--- src/rtl/fp_addsub_pipe.sv ---
// Four-stage pipelined IEEE-754-style adder/subtractor, round to nearest even.
// Subnormal operands and results are flushed to signed zero.
module fp_addsub_pipe #(
  parameter int EXP_W = 8,
  parameter int MAN_W = 23
) (
  input  logic                 clk,
  input  logic                 rst_n,
  input  logic                 in_valid,
  output logic                 in_ready,
  input  logic [EXP_W+MAN_W:0] a,
  input  logic [EXP_W+MAN_W:0] b,
  input  logic                 op,
  output logic                 out_valid,
  input  logic                 out_ready,
  output logic [EXP_W+MAN_W:0] s,
  output logic [3:0]           flags
);
  localparam int W       = 1 + EXP_W + MAN_W;
  localparam int M       = MAN_W + 3;  // hidden, mantissa, guard, round
  localparam int X       = MAN_W + 4;  // M plus sticky
  localparam int LZW     = $clog2(X + 1);
  localparam int EW      = ((EXP_W > LZW) ? EXP_W : LZW) + 2;
  localparam int EXP_MAX = (1 << EXP_W) - 1;
  localparam logic [EXP_W-1:0] EXP_ONES = '1;
  localparam logic [W-1:0] QNAN = {1'b0, EXP_ONES, 1'b1, {(MAN_W-1){1'b0}}};

  logic en;
  assign en       = !out_valid || out_ready;
  assign in_ready = en;

  logic signA, signB, nanA, nanB, infA, infB, zeroA, zeroB, aBig;
  logic [EXP_W-1:0] expA, expB;
  logic [MAN_W-1:0] manA, manB;
  logic c1Special, c1Invalid;
  logic [W-1:0] c1SpecRes;

  // Unpack, flush subnormals, resolve every special-operand case up front.
  always_comb begin
    signA     = a[W-1];
    signB     = b[W-1] ^ op;
    expA      = a[W-2:MAN_W];
    expB      = b[W-2:MAN_W];
    zeroA     = (expA == '0);
    zeroB     = (expB == '0);
    manA      = zeroA ? '0 : a[MAN_W-1:0];
    manB      = zeroB ? '0 : b[MAN_W-1:0];
    nanA      = (expA == EXP_ONES) && (manA != '0);
    nanB      = (expB == EXP_ONES) && (manB != '0);
    infA      = (expA == EXP_ONES) && (manA == '0);
    infB      = (expB == EXP_ONES) && (manB == '0);
    aBig      = {expA, manA} >= {expB, manB};
    c1Special = 1'b1;
    c1Invalid = 1'b0;
    c1SpecRes = QNAN;
    if (nanA || nanB)
      c1Invalid = (nanA && !manA[MAN_W-1]) || (nanB && !manB[MAN_W-1]);
    else if (infA && infB && (signA != signB))
      c1Invalid = 1'b1;
    else if (infA)
      c1SpecRes = {signA, EXP_ONES, {MAN_W{1'b0}}};
    else if (infB)
      c1SpecRes = {signB, EXP_ONES, {MAN_W{1'b0}}};
    else if (zeroA && zeroB)
      c1SpecRes = {signA & signB, {(W-1){1'b0}}};
    else
      c1Special = 1'b0;
  end

  logic s1Valid, s1Special, s1Invalid, s1Sign, s1Sub;
  logic [W-1:0] s1SpecRes;
  logic [EXP_W-1:0] s1ExpL, s1ExpS;
  logic [MAN_W:0] s1ManL, s1ManS;

  always_ff @(posedge clk or negedge rst_n) begin
    if (!rst_n) begin
      s1Valid   <= 1'b0;
      s1Special <= 1'b0;
      s1Invalid <= 1'b0;
      s1Sign    <= 1'b0;
      s1Sub     <= 1'b0;
      s1SpecRes <= '0;
      s1ExpL    <= '0;
      s1ExpS    <= '0;
      s1ManL    <= '0;
      s1ManS    <= '0;
    end else if (en) begin
      s1Valid   <= in_valid;
      s1Special <= c1Special;
      s1Invalid <= c1Invalid;
      s1SpecRes <= c1SpecRes;
      s1Sign    <= aBig ? signA : signB;
      s1Sub     <= (signA != signB);
      s1ExpL    <= aBig ? expA : expB;
      s1ExpS    <= aBig ? expB : expA;
      s1ManL    <= aBig ? {!zeroA, manA} : {!zeroB, manB};
      s1ManS    <= aBig ? {!zeroB, manB} : {!zeroA, manA};
    end
  end

  logic [EXP_W-1:0] c2Diff;
  logic [M-1:0] c2Wide, c2Shifted;
  logic c2Sticky;

  // Align the smaller operand; everything shifted out collapses into sticky.
  always_comb begin
    c2Diff = s1ExpL - s1ExpS;
    c2Wide = {s1ManS, 2'b00};
    if (int'(c2Diff) >= M) begin
      c2Shifted = '0;
      c2Sticky  = |c2Wide;
    end else begin
      c2Shifted = c2Wide >> c2Diff;
      c2Sticky  = |(c2Wide & ~({M{1'b1}} << c2Diff));
    end
  end

  logic s2Valid, s2Special, s2Invalid, s2Sign, s2Sub;
  logic [W-1:0] s2SpecRes;
  logic [EXP_W-1:0] s2Exp;
  logic [X-1:0] s2MantL, s2MantS;

  always_ff @(posedge clk or negedge rst_n) begin
    if (!rst_n) begin
      s2Valid   <= 1'b0;
      s2Special <= 1'b0;
      s2Invalid <= 1'b0;
      s2Sign    <= 1'b0;
      s2Sub     <= 1'b0;
      s2SpecRes <= '0;
      s2Exp     <= '0;
      s2MantL   <= '0;
      s2MantS   <= '0;
    end else if (en) begin
      s2Valid   <= s1Valid;
      s2Special <= s1Special;
      s2Invalid <= s1Invalid;
      s2SpecRes <= s1SpecRes;
      s2Sign    <= s1Sign;
      s2Sub     <= s1Sub;
      s2Exp     <= s1ExpL;
      s2MantL   <= {s1ManL, 3'b000};
      s2MantS   <= {c2Shifted, c2Sticky};
    end
  end

  logic [X:0] c3Sum;
  logic [X-1:0] c3Norm;
  logic [LZW-1:0] c3Lz;
  logic signed [EW-1:0] c3Exp;
  logic c3Zero;

  // The larger operand is always first, so subtraction never goes negative.
  always_comb begin
    c3Sum = s2Sub ? ({1'b0, s2MantL} - {1'b0, s2MantS})
                  : ({1'b0, s2MantL} + {1'b0, s2MantS});
    c3Zero = (c3Sum == '0);
    c3Lz   = '0;
    for (int i = 0; i < X; i++)
      if (c3Sum[i]) c3Lz = LZW'(X - 1 - i);
    if (c3Sum[X]) begin
      c3Norm = {c3Sum[X:2], c3Sum[1] | c3Sum[0]};
      c3Exp  = EW'(s2Exp) + EW'(1);
    end else begin
      c3Norm = c3Sum[X-1:0] << c3Lz;
      c3Exp  = EW'(s2Exp) - EW'(c3Lz);
    end
  end

  logic s3Valid, s3Special, s3Invalid, s3Sign, s3Zero;
  logic [W-1:0] s3SpecRes;
  logic signed [EW-1:0] s3Exp;
  logic [X-1:0] s3Mant;

  always_ff @(posedge clk or negedge rst_n) begin
    if (!rst_n) begin
      s3Valid   <= 1'b0;
      s3Special <= 1'b0;
      s3Invalid <= 1'b0;
      s3Sign    <= 1'b0;
      s3Zero    <= 1'b0;
      s3SpecRes <= '0;
      s3Exp     <= '0;
      s3Mant    <= '0;
    end else if (en) begin
      s3Valid   <= s2Valid;
      s3Special <= s2Special;
      s3Invalid <= s2Invalid;
      s3SpecRes <= s2SpecRes;
      s3Sign    <= s2Sign;
      s3Zero    <= c3Zero;
      s3Exp     <= c3Exp;
      s3Mant    <= c3Norm;
    end
  end

  logic c4Up, c4Inexact;
  logic [MAN_W+1:0] c4Rounded;
  logic signed [EW-1:0] c4Exp;
  logic [W-1:0] c4Res;
  logic [3:0] c4Flags;

  // Round on guard/round/sticky, then pick special, zero, flush, overflow or normal.
  always_comb begin
    c4Inexact = |s3Mant[2:0];
    c4Up      = s3Mant[2] && (s3Mant[1] || s3Mant[0] || s3Mant[3]);
    c4Rounded = {1'b0, s3Mant[X-1:3]} + (MAN_W+2)'(c4Up);
    c4Exp     = c4Rounded[MAN_W+1] ? s3Exp + EW'(1) : s3Exp;
    c4Res     = {s3Sign, c4Exp[EXP_W-1:0],
                 c4Rounded[MAN_W+1] ? c4Rounded[MAN_W:1] : c4Rounded[MAN_W-1:0]};
    c4Flags   = {3'b000, c4Inexact};
    if (s3Special) begin
      c4Res   = s3SpecRes;
      c4Flags = {s3Invalid, 3'b000};
    end else if (s3Zero) begin
      c4Res   = '0;
      c4Flags = 4'b0000;
    end else if (s3Exp <= EW'(0)) begin
      c4Res   = {s3Sign, {(W-1){1'b0}}};
      c4Flags = 4'b0011;
    end else if (c4Exp >= EW'(EXP_MAX)) begin
      c4Res   = {s3Sign, EXP_ONES, {MAN_W{1'b0}}};
      c4Flags = 4'b0101;
    end
  end

  always_ff @(posedge clk or negedge rst_n) begin
    if (!rst_n) begin
      out_valid <= 1'b0;
      s         <= '0;
      flags     <= '0;
    end else if (en) begin
      out_valid <= s3Valid;
      s         <= c4Res;
      flags     <= c4Flags;
    end
  end

endmodule
--- config.mk ---
export PLATFORM = sky130hd
export DESIGN_NAME = fp_addsub_pipe
export DESIGN_NICKNAME = d
export VERILOG_FILES = /design/src/rtl/fp_addsub_pipe.sv
export SDC_FILE = /design/constraint.sdc
export NUM_CORES = 1
export LEC_CHECK = 0
export ABC_AREA = 0
export CAP_MARGIN = 20
export CORE_ASPECT_RATIO = 0.5
export CORE_MARGIN = 5
export CORE_UTILIZATION = 50
export CTS_BUF_LIST = sky130_fd_sc_hd__clkbuf_4
export DETAILED_ROUTE_END_ITERATION = 10
export PLACE_DENSITY = 0.8
export SYNTH_ARGS = -nofsm -noshare
export SYNTH_HDL_FRONTEND = slang
export SYNTH_SLANG_ARGS = --single-unit
--- constraint.sdc ---
create_clock -name clk -period 5.8 [get_ports clk]
set_input_delay 0.58 -clock clk [delete_from_list [all_inputs] [get_ports clk]]
set_output_delay 0.58 -clock clk [all_outputs]
set_load 0.02 [all_outputs]
==> results of run 1 <==
-- flip-flops by register name, indices dropped and copies added, names as in the netlist, 10 cells and up --
signal and flops:
s2MantL 24, s2MantS 27, s1ManL 24, s3Exp 10, s 32, s1ManS 24, s3Mant 27
-- per-layer routing --
metal	up-vias	routed length [um]	part of all wire, %	track usage, %
li1	8269	-	-	-
met1	8107	25700	47	39.1
met2	807	22800	42	38.9
met3	153	4410	8.1	5.15
met4	2	1680	3.1	8.37
met5	-	12	0.022	0
-- per-stage QoR --
stage          setup WS (ns)  util (%)
5_1_grt               0.0101      56.5
2_1_floorplan          0.581         -
6_report               0.329      56.5
3_5_place_dp           0.476      54.8
4_1_cts                0.399      56.5
3_3_place_gp           0.576      54.8
-- repair_timing --
action | in CTS | in global routing
setup endpoints to repair | 0 | 2
hold buffers | 1 | 0
gates resized for setup | 0 | 2
buffers inserted | 0 | 0
endpoints found under the hold margin | 63 | 0
-- cells by family after synthesis --
kind of cell               synth area share, %
AOI/OAI and AO/OA                         22.1
and+or+nand+nor                           22.3
adders and majority gates                 7.10
DFF                                       30.8
xor gates and xnor gates                  3.40
muxes                                     8.99
buffers and inverters                     5.30
-- Yosys cell counts (35+ instances only) --
master,count
a21oi_1,118
clkbuf_1,94
dfrtp_1,221
ha_1,97
inv_1,107
mux2_2,66
mux2i_1,83
nand2_1,419
nand3_1,57
nand4_1,35
nor2_1,147
nor3_1,43
o21ai_0,181
xnor2_1,36
-- cell type report --
class	instances	area, um^2
Multi-Input combinational cell	1786	11500
Clock inverter	17	76.3
Antenna cell	2	5.00
Clock buffer	67	503
Inverter	111	419
Tap cell	484	606
Timing Repair Buffer	161	1510
Fill cell	3324	15500
Sequential cell	221	5530
-- path summary, 6_finish.rpt --
path	endpoint	cells after the start	slack, ns	startpoint
worst max-delay path	s3Exp[6]	19	0.33	s2MantL[4]
worst min-delay path	s1ManL[10]	2	0.33	rst_n
worst max register to register	s3Exp[6]	19	0.33	s2MantL[4]
worst min register to register	s2Invalid	2	0.40	s1Invalid
max in group asynchronous	s3Mant[17]	3	4.12	rst_n
min in group clk	s1Valid	3	0.34	in_valid
==> results.json, run 1 <==
{
  "skew_ns": 0.0873,
  "drtIter0Drc": 2123,
  "ys_seq_area_share_pct": 30.8,
  "setup-tns-final_ns": 0,
  "crit_family": "compound AO/OA/AOI/OAI gates",
  "path_clk_slew_ns": 0.08,
  "fin_crit_sh_pct": 94.3,
  "final_hold_viol_count": 0,
  "yosys.area.top_type_share_pct": 30.8,
  "synth-edff-count": 0,
  "drv_slew": 0,
  "critical_path_buf_inv_count": 0,
  "dr.pass1.iters": 6,
  "final_common_cell": "nand2_1",
  "cts_tree": "done",
  "finalSetupViolations": 0,
  "fin_nets": 2503,
  "slew_headroom_pct": 35.7,
  "ios": 107,
  "dieHeight_um": 144,
  "status": "finished, final reports clean",
  "h-tree-depth": 2,
  "crit_chain": "ha_1 > nand2b_4 > a2111o_1 > a31o_1 > o21ai_1 > mux2_2 > nor3_1 > a311oi_1 > o2111ai_1 > a311oi_4 > or2_2 > fa_1 > a21o_1 > a21oi_1 > nor2b_1 > or4_1 > o21ai_0 > xnor2_1 > o21ai_0",
  "antenna_found_initial": 2,
  "clockRootBuffer": "clkbuf_4",
  "fmax_mhz": 183,
  "required_ns": 6.34,
  "vias": 17300,
  "synth_cell_types": 106,
  "num_rows": 49,
  "drc": 0,
  "fin_cells": 2849,
  "place_area_um2": 19600,
  "ys_ff_latch": 221,
  "worst_setup_path_start_kind": "flip-flop",
  "mostFrequentLayoutCells": "419 x nand2_1, 221 x dfrtp_1, 180 x o21ai_0",
  "cpMostUsedCell": "o21ai_0",
  "syn_avg_cell_area_um2": 7.99,
  "synth_cells": 2244,
  "rsz0062_at_grt": "no",
  "drt-wirelength-per-cell_um": 19.2,
  "synthFlopType": "dfrtp_1",
  "overflow": 0,
  "totalWireLength_um": 54600,
  "grt_max_degree": 159,
  "end_kind": "flip-flop",
  "critical_path_arrival_ns": 6.01,
  "whs_ns": 0.331,
  "finalCriticalPeriod_ns": 5.47,
  "fin_area_um2": 20200,
  "clk_latency_ns": 0.78,
  "die_area_um2": 40000,
  "cp_max_fo": 6,
  "worst-setup-path-type": "reg2reg",
  "cts.path.max_buffers": 3,
  "start_util_pct": 50.3,
  "die_w_um": 278,
  "numCtsBuffers": 53,
  "syn-num-nets": 2413,
  "via_per_inst": 6.09,
  "cpPeakStageDelay_ns": 0.49,
  "cp_slowest_cell": "a2111o_1",
  "synthesis.area_um2": 17900,
  "synth_top_cell_by_area": "dfrtp_1",
  "synth_area_leaders": "dfrtp_1 31%, nand2_1 8.8%, ha_1 6.8%",
  "io_buffers": 106,
  "hpwlAfterDp_um": 40800,
  "place.gp.congestion": 0.978,
  "drive_above_1_share_pct": 10.7,
  "dp.cells": 2761,
  "grt_pass1_vias": 16100,
  "maxCapViolations": 0,
  "tightest_slew_ns": 0.964,
  "grt_pass1_wl_um": 86800,
  "grtUsageTotal_pct": 26.3,
  "areaGrowthSynthToFinish_pct": 12.4,
  "yosysWarnings": 0,
  "antenna_left": 0,
  "coreArea_um2": 35700,
  "min-delay-path-class": "in2async",
  "synthArstFlopShare_pct": 100,
  "cts.sinks": 221
}
Power of run 1 is not shown: default switching activity piles up to over one toggle a cycle in this logic, so the estimate is an artifact.
==> inputs of run 2 (changes only) <==
Settings changed: HOLD_SLACK_MARGIN from default to 0.12, PLACE_DENSITY 0.8 to 0.69.
==> results.json, run 2 (synthesized netlist as in run 1, its figures left out) <==
{
  "ios": 107,
  "die_w_um": 278,
  "skew_ns": 0.0650,
  "worst_setup_path_start_kind": "flip-flop",
  "min-delay-path-class": "in2reg",
  "place.gp.congestion": 0.987,
  "overflow": 0,
  "slew_headroom_pct": 31.9,
  "h-tree-depth": 2,
  "nFillCells": 3372,
  "regArea_um2": 5530,
  "use_met2_pct": 39.8,
  "finalCriticalPeriod_ns": 5.46,
  "clk_latency_ns": 0.74,
  "start_util_pct": 50.3,
  "drc": 0,
  "num_rows": 49,
  "grt_pass1_vias": 16100,
  "drt-wirelength-per-cell_um": 19.4,
  "setup-tns-final_ns": 0,
  "grt_use_met3_pct": 4.84,
  "largest_register_ffs": 32,
  "mostFrequentLayoutCells": "419 x nand2_1, 221 x dfrtp_1, 180 x o21ai_0",
  "drv_slew": 0,
  "worst-setup-path-type": "reg2reg",
  "antenna_left": 0,
  "cp_slowest_cell": "ha_1",
  "cp_max_fo": 10,
  "multi_input_area_um2": 11500,
  "drive_above_1_share_pct": 10.7,
  "grt_pass1_wl_um": 88100,
  "coreArea_um2": 35700,
  "status": "finished, final reports clean",
  "die_area_um2": 40000,
  "cpPeakStageDelay_ns": 0.56,
  "postCtsSetupRepairBufs": 0,
  "antenna_found_initial": 1,
  "areaGrowthSynthToFinish_pct": 12.8,
  "path_clk_slew_ns": 0.08,
  "drtIter0Drc": 1599,
  "largest_registers": "s (32), s2MantS (27), s3Mant (27)",
  "crit_chain": "ha_1 > nand4_1 > or4_1 > o21ai_1 > o21a_1 > o21a_1 > o32ai_1 > or3_1 > a211oi_1 > a311oi_4 > or2_2 > fa_1 > a21o_1 > a21oi_1 > nor2b_1 > or4_1 > nor3_1 > a311oi_1 > a21oi_1",
  "top_register": "s",
  "finalSetupViolations": 0,
  "rsz0062_at_grt": "no",
  "end_kind": "flip-flop",
  "totalWireLength_um": 55200,
  "cts.path.max_buffers": 3,
  "grtUsageTotal_pct": 26.9,
  "numCtsBuffers": 53,
  "met1_usage_pct": 40.4,
  "fmax_mhz": 183,
  "final_common_cell": "nand2_1",
  "final_hold_viol_count": 0,
  "clockRootBuffer": "clkbuf_4",
  "cts_tree": "done",
  "via_per_inst": 6.06,
  "dr.pass1.iters": 8,
  "critical_path_arrival_ns": 6.08,
  "maxCapViolations": 0,
  "fin_nets": 2500,
  "grt_max_degree": 121,
  "cts.sinks": 221,
  "grt_busiest_layer": "met1",
  "tightest_slew_ns": 1.02,
  "fin_crit_sh_pct": 94.2,
  "dieHeight_um": 144,
  "vias": 17300,
  "critical_path_buf_inv_count": 0,
  "required_ns": 6.42,
  "crit_family": "simple AND/OR/NAND/NOR gates",
  "hpwlAfterDp_um": 41600,
  "io_buffers": 106
}
## run 2: cell count changes in the layout (fill, tap and decap cells not counted), sizes merged
cell,change
clkbuf,+5
clkinv,-5
buf,-3
bufinv,+2
diode,-1
inv,+1
## run 2: path summary, 6_finish.rpt
kind | endpoint | depth (start not counted) | slack, ns | from
setup / recovery | s3Exp[8] | 19 | 0.34 | s2MantL[15]
hold / removal | s1Valid | 3 | 0.39 | in_valid
setup reg to reg | s3Exp[8] | 19 | 0.34 | s2MantL[15]
hold reg to reg | s3Valid | 2 | 0.47 | s3Valid
max in group asynchronous | s2MantL[10] | 3 | 3.95 | rst_n
min in group asynchronous | s[28] | 2 | 0.57 | rst_n
## run 2: stage by stage
stage	setup WS [ns]	hold slack, ns	area, um^2	instances	utilization [%]
final	0.337	0.393	20200	2848	56.7
after global routing	0.0284	0.371	20200	2848	56.7
after CTS	0.373	0.341	20200	2845	56.6
after detailed placement	0.458	0.452	19500	2757	54.7
after global placement	0.549	0.441	19500	2757	54.7
after floorplan	0.581	0.284	17900	2244	-
## run 2: repair_timing
action | in CTS | in global routing
gates resized for setup | 0 | 1
endpoints found under the setup margin | 0 | 1
hold endpoints to repair | 118 | 0
hold buffers | 1 | 0
## run 2: worst reg2reg max path, stage by stage, from the launching register on
cell      delay, ns
dfrtp_1        0.41
ha_1           0.56
nand4_1        0.26
or4_1          0.52
o21ai_1        0.18
o21a_1         0.22
o21a_1         0.15
o32ai_1        0.09
or3_1          0.36
a211oi_1       0.49
a311oi_4       0.08
or2_2          0.30
fa_1           0.40
a21o_1         0.19
a21oi_1        0.19
nor2b_1        0.08
or4_1          0.42
nor3_1         0.20
a311oi_1       0.08
a21oi_1        0.15
## run 2: final cells by class
| cell class | count | share of cell area [%] |
|---|---|---|
| multi-input cells | 1786 | 56.9 |
| well taps | 484 | 2.99 |
| diodes | 1 | 0.0124 |
| clock inverters | 15 | 0.569 |
| inverters | 111 | 2.07 |
| clock buffers | 72 | 2.67 |
| repair buffers | 158 | 7.47 |
| flip-flops and latches | 221 | 27.3 |
## run 2: routing by layer
layer  wire length [um]  vias to the layer above  part of all wire (%)
li1                   -                     8270                     -
met1              26600                     8195                    48
met2              23000                      689                    42
met3               4130                      117                   7.5
met4               1530                        0                   2.8
met5                  0                        -                     0
Power of run 2 is left out for the same reason.
